===== config.mk =====
export PLATFORM = sky130hd
export DESIGN_NAME = ea_sequencer
export DESIGN_NICKNAME = d
export VERILOG_FILES = /design/src/rtl/pdp8_pkg.sv /design/src/rtl/ea_sequencer_page_addr.sv /design/src/rtl/ea_sequencer.sv
export SDC_FILE = /design/constraint.sdc
export NUM_CORES = 1
export LEC_CHECK = 0
export CORE_AREA = 4 4 94 61
export CTS_BUF_LIST = sky130_fd_sc_hd__clkbuf_16
export DETAILED_ROUTE_END_ITERATION = 7
export DIE_AREA = 0 0 98 65
export PLACE_DENSITY = 0.9
export SKIP_LAST_GASP = 1
export SLEW_MARGIN = 20
export SYNTH_ARGS = -nofsm -noshare
export SYNTH_HDL_FRONTEND = slang
export SYNTH_HIERARCHICAL = 1
export SYNTH_SLANG_ARGS = --single-unit

===== constraint.sdc =====
create_clock -name CLK -period 5 [get_ports CLK]
set_input_delay 1.25 -clock CLK [delete_from_list [all_inputs] [get_ports CLK]]
set_output_delay 1.25 -clock CLK [all_outputs]
set_load 0.02 [all_outputs]

===== src/rtl/pdp8_pkg.sv =====
// pdp8_pkg
// Shared PDP-8 definitions for the address-resolution and fetch paths.
//   PDP8_WORD_W  : machine word width (address and data)
//   AUTOINC_BASE : first auto-index location on page 0 (0010..0017 octal)
//   ea_state_t   : effective-address sequencer state encoding
package pdp8_pkg;

  localparam int PDP8_WORD_W = 12;

  localparam logic [PDP8_WORD_W-1:0] AUTOINC_BASE = 12'o0010;

  typedef enum logic [1:0] {
    IDLE = 2'd0,
    RD   = 2'd1,
    WR   = 2'd2,
    FIN  = 2'd3
  } ea_state_t;

endpackage


===== src/rtl/ea_sequencer_page_addr.sv =====
// page_addr
// Combinational page-address mux shared by the fetch and EA paths.
//   i_ir  : instruction register (only the 7-bit page offset is used)
//   i_pc  : PC of the instruction (only the page number is used)
//   i_mp  : current-page select
//   o_pa  : page address, current page or page 0
module page_addr
  import pdp8_pkg::*;
#(
  parameter int AW = PDP8_WORD_W
) (
  input  logic [AW-1:0] i_ir,
  input  logic [AW-1:0] i_pc,
  input  logic          i_mp,
  output logic [AW-1:0] o_pa
);

  // Opcode bits of IR and offset bits of PC do not take part in the mux.
  logic w_unused;
  assign w_unused = ^{i_ir[AW-1:7], i_pc[6:0]};

  assign o_pa = i_mp ? {i_pc[AW-1:7], i_ir[6:0]}
                     : {{(AW-7){1'b0}}, i_ir[6:0]};

endmodule


===== src/rtl/ea_sequencer.sv =====
// ea_sequencer
// Resolves the effective address of a memory-reference instruction:
// direct (no access), indirect (one read) or auto-index (read, increment,
// write back), then pulses DONE for one cycle with EA valid.
//   CLK, RESET              : clock, synchronous active-high reset
//   START                   : begin resolution (sampled only in IDLE)
//   IR, PCLATCHED           : latched instruction and its PC
//   DIR, IND, PPIND, MP     : decoder addressing flags
//   MEM_ADDR/RD/WR/WDATA    : registered memory request
//   MEM_RDATA, MEM_ACK      : memory response
//   BUSY, DONE, EA          : status and result
//
// state | meaning
// IDLE  | waiting for START
// RD    | read of pointer word pending, MEM_RD high
// WR    | write-back of incremented pointer pending, MEM_WR high
// FIN   | EA valid, DONE high for this single cycle
module ea_sequencer
  import pdp8_pkg::*;
#(
  parameter int AW = PDP8_WORD_W
) (
  input  logic          CLK,
  input  logic          RESET,
  input  logic          START,
  input  logic [AW-1:0] IR,
  input  logic [AW-1:0] PCLATCHED,
  input  logic          DIR,
  input  logic          IND,
  input  logic          PPIND,
  input  logic          MP,
  output logic [AW-1:0] MEM_ADDR,
  output logic          MEM_RD,
  output logic          MEM_WR,
  output logic [AW-1:0] MEM_WDATA,
  input  logic [AW-1:0] MEM_RDATA,
  input  logic          MEM_ACK,
  output logic          BUSY,
  output logic          DONE,
  output logic [AW-1:0] EA
);

  ea_state_t     r_state;
  ea_state_t     w_next_state;
  logic [AW-1:0] w_pa;
  logic [AW-1:0] w_inc;
  logic          w_indirect;
  logic          w_dir_unused;
  logic          r_auto;
  logic [AW-1:0] r_mem_addr;
  logic          r_mem_rd;
  logic          r_mem_wr;
  logic [AW-1:0] r_mem_wdata;
  logic [AW-1:0] r_ea;

  page_addr #(.AW(AW)) u_page_addr (
    .i_ir (IR),
    .i_pc (PCLATCHED),
    .i_mp (MP),
    .o_pa (w_pa)
  );

  // PPIND outranks IND; anything else, including no flag at all, is direct,
  // so DIR itself never changes the outcome.
  assign w_indirect   = PPIND | IND;
  assign w_dir_unused = DIR;
  assign w_inc        = MEM_RDATA + {{(AW-1){1'b0}}, 1'b1};

  always_ff @(posedge CLK) begin
    if (RESET) begin
      r_state <= IDLE;
    end else begin
      r_state <= w_next_state;
    end
  end

  always_comb begin
    w_next_state = r_state;
    case (r_state)
      IDLE: begin
        if (START) begin
          w_next_state = w_indirect ? RD : FIN;
        end
      end
      RD: begin
        if (MEM_ACK) begin
          w_next_state = r_auto ? WR : FIN;
        end
      end
      WR: begin
        if (MEM_ACK) begin
          w_next_state = FIN;
        end
      end
      FIN: begin
        w_next_state = IDLE;
      end
      default: begin
        w_next_state = IDLE;
      end
    endcase
  end

  // Registered datapath outputs; they advance on the same edges as r_state.
  always_ff @(posedge CLK) begin
    if (RESET) begin
      r_auto      <= 1'b0;
      r_mem_addr  <= '0;
      r_mem_rd    <= 1'b0;
      r_mem_wr    <= 1'b0;
      r_mem_wdata <= '0;
      r_ea        <= '0;
    end else begin
      case (r_state)
        IDLE: begin
          if (START) begin
            if (w_indirect) begin
              r_auto     <= PPIND;
              r_mem_addr <= w_pa;
              r_mem_rd   <= 1'b1;
            end else begin
              r_ea <= w_pa;
            end
          end
        end
        RD: begin
          if (MEM_ACK) begin
            r_mem_rd <= 1'b0;
            if (r_auto) begin
              // Write back to the same pointer location; MEM_ADDR is held.
              r_mem_wr    <= 1'b1;
              r_mem_wdata <= w_inc;
              r_ea        <= w_inc;
            end else begin
              r_ea <= MEM_RDATA;
            end
          end
        end
        WR: begin
          if (MEM_ACK) begin
            r_mem_wr <= 1'b0;
          end
        end
        default: begin
        end
      endcase
    end
  end

  always_comb begin
    BUSY = (r_state != IDLE);
    DONE = (r_state == FIN);
  end

  assign MEM_ADDR  = r_mem_addr;
  assign MEM_RD    = r_mem_rd;
  assign MEM_WR    = r_mem_wr;
  assign MEM_WDATA = r_mem_wdata;
  assign EA        = r_ea;

endmodule


==> flow_summary_export.csv, run 1 <==
group,metric,value,unit
setup_path,path_cells,"inv_1, ha_1, inv_1, clkdlybuf4s50_1",
sta,tns,0,ns
final_layout,finalNetCount,380,
yosys,syn_area,2280,µm²
cts,cts_tree,"built",
setup_path,cp_common_cell,"inv_1",
setup_path,crit_fanout,6,
grt,grt_pass1_vias,2154,
routing,num_vias,2181,
floorplan,dieArea,6370,µm²
yosys,synth.avg_cell_area,8.16,µm²
power,power_leakage,1.04,nW
grt,grt_start_max_net_pins,44,
routing,routed_wl,6190,µm
setup_path,worstReg2RegEnd,"EA[9]$_SDFFE_PP0P_",
grt,overflow,0,
grt,grt_pass1_wl,10400,µm
routing,drt-initial-drc-count,95,
yosys,synth-seq-area-share,36.1,%
floorplan,start_util,46.6,%
floorplan,dieHeight,65,µm
cts,cts_max_level,2,
setup_path,slowest_stage,"clkdlybuf4s50_1",
sta,finalWorstSetupSlack,1.91,ns
routing,wl_per_cell,15.7,µm
hold_path,min_to,"MEM_ADDR[5]$_SDFFE_PP0P_",
yosys,synth_mux_area_share,1.32,%
sta,rsz0062_at_grt,"false",
yosys,synth_fp_nets,329,
sta,maxSlewHeadroom,38.4,%
setup_path,worstPathRequired,3.75,ns
grt,antenna_found_initial,0,
placed_design,dp_hpwl,4480,µm
placed_design,preCtsSetupSlack,1.73,ns
placed_design,numPortBuffers,70,
cts,postCtsSetupBuffers,0,
hold_path,hp-start,"MEM_ADDR[5]$_SDFFE_PP0P_",
yosys,yosys-top-cells-area,"dfxtp_1, nand2_1, a21oi_1",
yosys,synth_fa_ha_area_share,3.30,%
setup_path,startpoint_type,"register",
setup_path,max_stage_delay,0.61,ns
setup_path,r2r_start,"r_state[1]$_SDFFE_PP0P_",
hold_path,worstHoldPathCells,2,
routing,ant_nets,0,
cts,cts-root-buf,"clkbuf_16",
routing,drc,0,
routing,drt_first_pass_iters,4,
setup_path,crit_family,"buffers and inverters",
placed_design,place.gp.congestion,0.848,
final_layout,area_growth,33.7,%
floorplan,num_io_pins,84,
sta,clock_skew,0.00511,ns
flow_run,maxCapViolations,0,
yosys,netlist.top_cell.by_area,"dfxtp_1",
status,status,"complete, no violations",
yosys,synth_simple_gate_area_share,25.2,%
hold_path,hp-class,"reg -> reg",
sta,holdWs,0.454,ns
sta,period_needed,3.09,ns
sta,finalHoldViolations,0,
cts,clock-sinks,41,
cts,cts.hold.buffers_added,0,
cts,cts.repair.resized,0,
yosys,synth_warnings,6,
floorplan,die_w,98,µm
yosys,synth_xor_area_share,3.85,%
power,max-vdd-ir-drop,245,µV
placed_design,dp.cells,389,
setup_path,crit_arrival,1.84,ns
setup_path,worstSetupEndpointType,"output pin",
yosys,ys_types,45,
final_layout,drive_gt1_share,6.08,%
sta,final_min_period_over_clock_period,61.7,%
setup_path,path_class,"reg -> out",
power,p_total,1.33,mW
grt,track_usage,19.8,%
floorplan,core_area,4880,µm²
setup_path,rrSetupSlack,2.46,ns
cts,clock_latency,0.28,ns
setup_path,reg2regPathDepth,6,
yosys,synth_top_cell_area_share,36.1,%
power,power_density,437,nW/µm²
sta,tightest_slew,0.924,ns
cts,cts_buffers,5,
sta,setup_viol,0,
floorplan,rows,20,
yosys,synth_compound_area_share,22.3,%
final_layout,diodes,0,
yosys,ys_ff_latch,41,
final_layout,instances_no_fill,395,
routing,viasPerCell,5.52,
yosys,synth_top_family_by_area,"simple AND/OR/NAND/NOR gates",
sta,fmax,324,MHz
cts,clkTransAtPathRegs,0.06,ns
yosys,synth_cells,279,
setup_path,critPathBufInv,3,
cts,cts_buffer_depth,2,
sta,drv_slew,0,
placed cells by master, fill, tap and decap left out, types with 5 or more instances in the layout:
cell / count
nand2_1: 41
clkbuf_16: 5
and2_1: 5
dfxtp_1: 41
nand3b_1: 6
a311oi_1: 6
inv_1: 7
xor2_1: 7
o21ai_0: 7
nor2_1: 29
a211oi_1: 13
a21oi_1: 25
clkdlybuf4s50_1: 70
ha_1: 6
stage by stage:
step                      utilization [%]  cell area (µm²)
final                                62.4             3040
after global routing                 62.4             3040
after CTS                            62.4             3040
after detailed placement             59.7             2910
after global placement               59.7             2910
after floorplan                         -             2280
layout make-up:
type	count	area [µm²]
clock inverter	1	5.00
timing repair buffer	71	708
multi-input combinational	204	1270
inverter	7	26.3
fill	436	1840
clock buffer	5	125
sequential	41	821
tap	66	82.6
report_power, final:
group          switching [mW]  total [mW]  leakage [nW]  internal [mW]
Clock                   0.119       0.297        0.0655          0.178
Sequential             0.0457       0.437         0.334          0.392
Combinational           0.343       0.595         0.635          0.251
cell families (layout without fill, tap and decap cells):
family / after synthesis / in the layout
and+or+nand+nor: 113 / 113
AOI/OAI and AO/OA: 72 / 72
muxes: 3 / 3
xor gates and xnor gates: 10 / 10
adders and majority gates: 6 / 6
DFF: 41 / 41
buffers and inverters: 34 / 84
routing by layer:
layer | share of wire (%) | track usage [%] | vias up
met4 | 0.66 | 3.28 | 0
met1 | 45 | 24.9 | 1037
li1 | - | - | 1074
met3 | 6.9 | 5.70 | 6
met2 | 47 | 34.2 | 64
met5 | 0 | 0 | -
Yosys cell counts (all sizes together):
| master | number |
|---|---|
| a211o | 3 |
| a211oi | 13 |
| a21o | 1 |
| a21oi | 26 |
| a311oi | 6 |
| a31o | 2 |
| a31oi | 1 |
| and2 | 6 |
| and3 | 2 |
| and4 | 1 |
| buf | 17 |
| clkbuf | 10 |
| dfxtp | 41 |
| ha | 6 |
| inv | 7 |
| mux2i | 3 |
| nand2 | 41 |
| nand2b | 1 |
| nand3 | 4 |
| nand3b | 6 |
| nand4 | 5 |
| nor2 | 29 |
| nor2b | 4 |
| nor3 | 3 |
| nor3b | 1 |
| nor4 | 5 |
| o211a | 1 |
| o211ai | 2 |
| o21a | 3 |
| o21ai | 7 |
| o22ai | 1 |
| o31a | 3 |
| o31ai | 1 |
| o41ai | 2 |
| or3 | 4 |
| or3b | 1 |
| xnor2 | 3 |
| xor2 | 7 |
how the worst max path moves through the flow:
| stage | depth (start not counted) | slack, ns | end | start |
|---|---|---|---|---|
| final | 4 | 1.91 | BUSY | r_state[0]$_SDFFE_PP0P_ |
| after global routing | 6 | 1.81 | EA[8]$_SDFFE_PP0P_ | MEM_RDATA[0] |
| after CTS | 4 | 1.91 | BUSY | r_state[0]$_SDFFE_PP0P_ |
| after detailed placement | 6 | 1.73 | EA[8]$_SDFFE_PP0P_ | MEM_RDATA[0] |
| after global placement | 6 | 1.74 | EA[8]$_SDFFE_PP0P_ | MEM_RDATA[0] |
| after floorplan | 5 | 2.60 | MEM_WDATA[8]$_SDFFE_PP0P_ | MEM_RDATA[0] |
state kept, by name, summed over array words and instances, names as in the netlist:
| signal | count |
|---|---|
| EA | 12 |
| MEM_ADDR | 12 |
| MEM_RD | 1 |
| MEM_WDATA | 12 |
| MEM_WR | 1 |
| r_auto | 1 |
| r_state | 2 |
tightest hold or removal path: stages (launching register included):
cell and delay, ns:
dfxtp_1 0.31, nand2_1 0.05, a21oi_1 0.05
(Power assumes the default switching activity.)
==> inputs of run 2 (changes only) <==
- CORE_AREA: 4 4 94 61 -> 4 4 103 66
- DIE_AREA: 0 0 98 65 -> 0 0 107 70
- PLACE_DENSITY: 0.9 -> 0.8
- clock period: 5 -> 2.5 ns (I/O delays scaled with it)
==> flow_summary_export.csv, run 2 (synthesis results as in run 1) <==
group,metric,value,unit
cts,clock_latency,0.28,ns
grt,grt_start_max_net_pins,24,
setup_path,startpoint_type,"primary input",
routing,dr_wl_met2,2710,µm
setup_path,path_class,"in -> reg",
floorplan,start_util,38.6,%
final_layout,final_cell_mix,"clkdlybuf4s50_1, dfxtp_1, nand2_1",
sta,finalWorstSetupSlack,0.239,ns
power,seqPwrFrac,31.0,%
cts,cts.repair.resized,0,
power,switching_power,1.02,mW
setup_path,reg2regPathDepth,7,
setup_path,critical_path.startpoint,"MEM_RDATA[0]",
setup_path,max_stage_delay,0.59,ns
grt,track_usage,16.4,%
sta,clock_skew,0.00361,ns
power,combPwrFrac,43.7,%
cts,clock-sinks,41,
final_layout,finalNetCount,393,
power,p_total,2.81,mW
cts,clkTransAtPathRegs,0.06,ns
grt,antenna_found_initial,0,
routing,viasPerCell,5.19,
final_layout,drive_gt1_share,9.91,%
setup_path,crit_arrival,2.45,ns
routing,top_layer,"met4",
setup_path,r2r_start,"r_state[1]$_SDFFE_PP0P_",
routing,met3_length,499,µm
status,status,"complete, no violations",
power,power_leakage,1.12,nW
sta,rsz0062_at_grt,"false",
sta,holdWs,0.453,ns
cts,cts.hold.buffers_added,0,
grt,grt_pass1_vias,2117,
sta,final_min_period_over_clock_period,90.5,%
setup_path,slowest_stage,"clkdlybuf4s50_1",
flow_run,maxCapViolations,0,
cts,cts-root-buf,"clkbuf_16",
sta,period_needed,2.26,ns
setup_path,worstSetupEndpointType,"register",
placed_design,dp.cells,420,
hold_path,hp-class,"reg -> reg",
floorplan,dieArea,7490,µm²
placed_design,place.gp.congestion,0.843,
final_layout,layout_commonest_cell,"clkdlybuf4s50_1",
sta,drv_slew,0,
routing,drt-initial-drc-count,77,
routing,wl_per_cell,14.4,µm
power,max-vdd-ir-drop,520,µV
routing,routed_wl,6160,µm
power,swShare,36.4,%
cts,postCtsSetupBuffers,0,
final_layout,instances_no_fill,427,
cts,cts_buffer_depth,2,
hold_path,worstHoldPathCells,2,
routing,drt_first_pass_iters,4,
placed_design,dp_hpwl,4780,µm
placed_design,numPortBuffers,70,
floorplan,dieHeight,70,µm
floorplan,die_w,107,µm
setup_path,crit_fanout,5,
power,power_density,879,nW/µm²
floorplan,rows,22,
routing,ant_nets,0,
sta,setup_viol,0,
setup_path,worstReg2RegEnd,"EA[11]$_SDFFE_PP0P_",
power,pwr-share-clk,25.3,%
placed_design,preCtsSetupSlack,0.000396,ns
hold_path,hp-start,"MEM_ADDR[3]$_SDFFE_PP0P_",
cts,cts_max_level,2,
final_layout,diodes,0,
routing,wl_met1,2880,µm
final_layout,design_area,3200,µm²
cts,cts_buffers,5,
setup_path,path_cells,"clkdlybuf4s50_1, ha_1, nand4_1, buf_4, nor4_1, o21ai_0, a311oi_1",
sta,finalHoldViolations,0,
grt,grt_pass1_wl,10100,µm
routing,drc,0,
sta,maxSlewHeadroom,63.1,%
hold_path,min_to,"MEM_ADDR[3]$_SDFFE_PP0P_",
sta,fmax,442,MHz
final_layout,area_growth,40.4,%
grt,overflow,0,
final_layout,fin_util,54.2,%
sta,tns,0,ns
placed_design,postPlaceCellArea,3030,µm²
power,p_int,1.79,mW
floorplan,num_io_pins,84,
setup_path,worstPathRequired,2.69,ns
routing,num_vias,2217,
cts,cts_tree,"built",
setup_path,rrSetupSlack,0.59,ns
floorplan,core_area,5890,µm²
sta,tightest_slew,0.552,ns
-- run 2: cell count changes in the layout (fill, tap and decap cells not counted) --
cell	change
dlymetal6s2s_1	+1
buf_4	+13
clkdlybuf4s50_1	-1
bufinv_16	+1
-- run 2: per-layer routing --
metal,global-route usage (%),vias to the layer above
met5,0,-
met4,3.26,0
met3,6.00,9
met2,25.8,72
met1,21.6,1032
li1,-,1104
-- run 2: power by group through the flow --
stage	Combinational [mW]	Clock [mW]	Sequential (mW)
floorplan	0.646	0	1.00
global placement	1.20	0	0.878
detailed placement	1.22	0	0.885
CTS	1.23	0.719	0.871
global route	1.35	0.753	0.889
finish	1.23	0.711	0.871
-- run 2: cell type report --
cell class              instances  area, µm²
clock buffers                   5        125
clock inverters                 2       35.0
fillers                       565       2700
inverters                       7       26.3
multi-input cells             204       1270
flip-flops and latches         41        821
well taps                      84        105
repair buffers                 84        808
-- run 2: critical path: cells and delay by family --
| kind | cells | cell delay (ns) |
|---|---|---|
| AOI/OAI and AO/OA | 2 | 0.42 |
| adders and majority gates | 1 | 0.24 |
| and+or+nand+nor | 2 | 0.39 |
| buffers and inverters | 2 | 0.78 |
-- run 2: how the worst max path moves through the flow --
stage	endpoint	slack, ns	cells after the start
floorplan	MEM_WDATA[8]$_SDFFE_PP0P_	0.72	5
global placement	EA[8]$_SDFFE_PP0P_	0.07	6
detailed placement	EA[8]$_SDFFE_PP0P_	0.0004	6
CTS	BUSY	0.06	4
global route	EA[10]$_SDFFE_PP0P_	0.03	7
finish	EA[10]$_SDFFE_PP0P_	0.24	7
==> inputs of run 3 (changes only) <==
- CORE_AREA: 4 4 103 66 -> 4 4 101 65
- DIE_AREA: 0 0 107 70 -> 0 0 105 69
- GPL_TIMING_DRIVEN: not set -> 0
- PLACE_DENSITY: 0.8 -> 0.81
- SYNTH_HIERARCHICAL: 1 -> not set
==> flow_summary_export.csv, run 3 <==
group,metric,value,unit
status,status,"complete, no violations",
floorplan,start_util,39.7,%
final_layout,layout_commonest_cell,"clkdlybuf4s50_1",
grt,globalRouteMet2Util,28.4,%
routing,wl_per_cell,17.1,µm
floorplan,dieArea,7250,µm²
floorplan,core_area,5520,µm²
power,power_leakage,1.11,nW
grt,grt_use_met1,25.6,%
final_layout,diodes,0,
setup_path,critical_path.startpoint,"MEM_RDATA[0]",
cts,clock-sinks,41,
yosys,ys_types,44,
yosys,synth_warnings,0,
placed_design,dp_hpwl,5330,µm
setup_path,rrSetupSlack,0.28,ns
yosys,ys_async_sr_fraction,0,%
sta,clock_skew,0.00371,ns
cts,cts_tree,"built",
grt,antenna_found_initial,0,
routing,drt-initial-drc-count,165,
sta,final_min_period_over_clock_period,95.1,%
sta,period_needed,2.38,ns
placed_design,place.gp.congestion,0.830,
routing,num_vias,2302,
cts,cts_max_level,2,
setup_path,startpoint_type,"primary input",
grt,grt_start_max_net_pins,15,
cts,cts_buffer_depth,2,
yosys,netlist.top_cell.by_area,"dfxtp_1",
yosys,synth_fp_nets,322,
setup_path,worstReg2RegEnd,"EA[10]$_SDFFE_PP0P_",
hold_path,hp-class,"reg -> reg",
yosys,synth_most_common_cell,"nand2_1",
grt,grtUsageMet3,6.34,%
grt,grt.busiest_layer,"met2",
setup_path,crit_arrival,2.57,ns
yosys,synth_top_cells_by_count,"nand2_1, dfxtp_1, a21oi_1",
grt,grt_pass1_wl,11000,µm
routing,ant_nets,0,
yosys,syn_area,2190,µm²
floorplan,num_io_pins,84,
setup_path,crit_fanout,7,
sta,setup_viol,0,
power,power_density,943,nW/µm²
sta,maxSlewHeadroom,60.4,%
setup_path,r2r_start,"r_state[1]$_SDFFE_PP0P_",
routing,viasPerCell,5.59,
power,max-vdd-ir-drop,491,µV
hold_path,hp-start,"MEM_ADDR[10]$_SDFFE_PP0P_",
yosys,ys_ff_latch,41,
yosys,yosys-top-cells-area,"dfxtp_1, nand2_1, a21oi_1",
setup_path,reg2regPathDepth,7,
floorplan,dieHeight,69,µm
sta,finalHoldViolations,0,
final_layout,drive_gt1_share,7.87,%
setup_path,worstSetupEndpointType,"register",
yosys,synth_edf_count,0,
sta,drv_slew,0,
cts,cts-root-buf,"clkbuf_16",
cts,cts_buffers,5,
routing,drt_first_pass_iters,5,
cts,postCtsSetupBuffers,0,
cts,cts.hold.buffers_added,0,
placed_design,numPortBuffers,64,
yosys,synth_top_cell_area_share,37.5,%
sta,tightest_slew,0.595,ns
sta,holdWs,0.457,ns
yosys,synth-seq-area-share,37.5,%
final_layout,final_cell_mix,"clkdlybuf4s50_1, nand2_1, dfxtp_1",
grt,grt_pass1_vias,2235,
setup_path,path_class,"in -> reg",
flow_run,maxCapViolations,0,
final_layout,fin_util,56.3,%
yosys,dominantRegCellSynth,"dfxtp_1",
final_layout,finalNetCount,392,
hold_path,worstHoldPathCells,2,
yosys,synth_cells,272,
grt,track_usage,18.9,%
yosys,synth.avg_cell_area,8.05,µm²
cts,cts.repair.resized,0,
cts,clkTransAtPathRegs,0.06,ns
routing,routed_wl,7040,µm
floorplan,rows,21,
routing,drc,0,
hold_path,min_to,"MEM_ADDR[10]$_SDFFE_PP0P_",
sta,rsz0062_at_grt,"false",
grt,overflow,0,
floorplan,die_w,105,µm
sta,fmax,421,MHz
cts,clock_latency,0.29,ns
setup_path,worstPathRequired,2.69,ns
final_layout,area_growth,42.0,%
run 3: cell types whose count changed after synthesis, sizes merged, moves of 3 or more:
cell	change
a21oi	+3
o21ai	+7
a311oi	-5
nor2	-7
xnor2	+4
nand3	+10
and2	-5
nand3b	-5
clkbuf	+5
buf	-11
a211oi	-6
and3	+3
run 3: cell type report:
class | count | area (µm²)
fillers | 504 | 2410
multi-input cells | 203 | 1240
flip-flops and latches | 41 | 821
repair buffers | 64 | 643
clock buffers | 5 | 125
plain buffers | 20 | 93.8
well taps | 69 | 86.3
clock inverters | 3 | 68.8
inverters | 7 | 26.3
run 3: per-stage QoR:
| stage | setup WS (ns) | area (µm²) | instances | setup TNS [ns] | power [mW] |
|---|---|---|---|---|---|
| after floorplan | 0.617 | 2190 | 272 | 0 | 1.59 |
| after global placement | -0.167 | 2920 | 405 | -0.211 | 2.02 |
| after CTS | 0.0241 | 3110 | 413 | 0 | 2.93 |
| final | 0.123 | 3110 | 412 | 0 | 2.93 |
| after detailed placement | -0.254 | 2920 | 405 | -0.567 | 2.07 |
| after global routing | 0.00571 | 3110 | 412 | 0 | 3.07 |
run 3: cells by family after synthesis:
group	share of synthesized area [%]
multiplexers	1.37
flip-flops	37.5
buffers and inverters	5.66
adder cells (fa/ha/maj)	3.43
AND/OR/NAND/NOR	23.5
XOR/XNOR	5.60
AO/OA/AOI/OAI	22.9
run 3: worst max-delay path: stages:
cell and delay [ns]:
clkdlybuf4s50_1 0.60, ha_1 0.38, nand3_1 0.18, or3_1 0.33, and3_1 0.18, o41ai_2 0.27
run 3: how the worst max path moves through the flow:
stage	endpoint	slack [ns]
after global routing	EA[6]$_SDFFE_PP0P_	0.006
after CTS	BUSY	0.02
after global placement	EA[6]$_SDFFE_PP0P_	-0.17
final	EA[6]$_SDFFE_PP0P_	0.12
after detailed placement	EA[6]$_SDFFE_PP0P_	-0.25
after floorplan	EA[6]$_SDFFE_PP0P_	0.62
run 3: report_power, final:
part	internal, mW	switching, mW	total [mW]	leakage (nW)
combinational	0.510	0.705	1.21	0.680
clock	0.576	0.278	0.854	0.0944
sequential	0.778	0.0848	0.863	0.334
total	1.86	1.07	2.93	1.11
run 3: metal layers:
metal | up-vias | share of wire (%)
met5 | - | 0
met4 | 0 | 1.0
met3 | 8 | 9.1
met2 | 104 | 44
met1 | 1095 | 46
li1 | 1095 | -
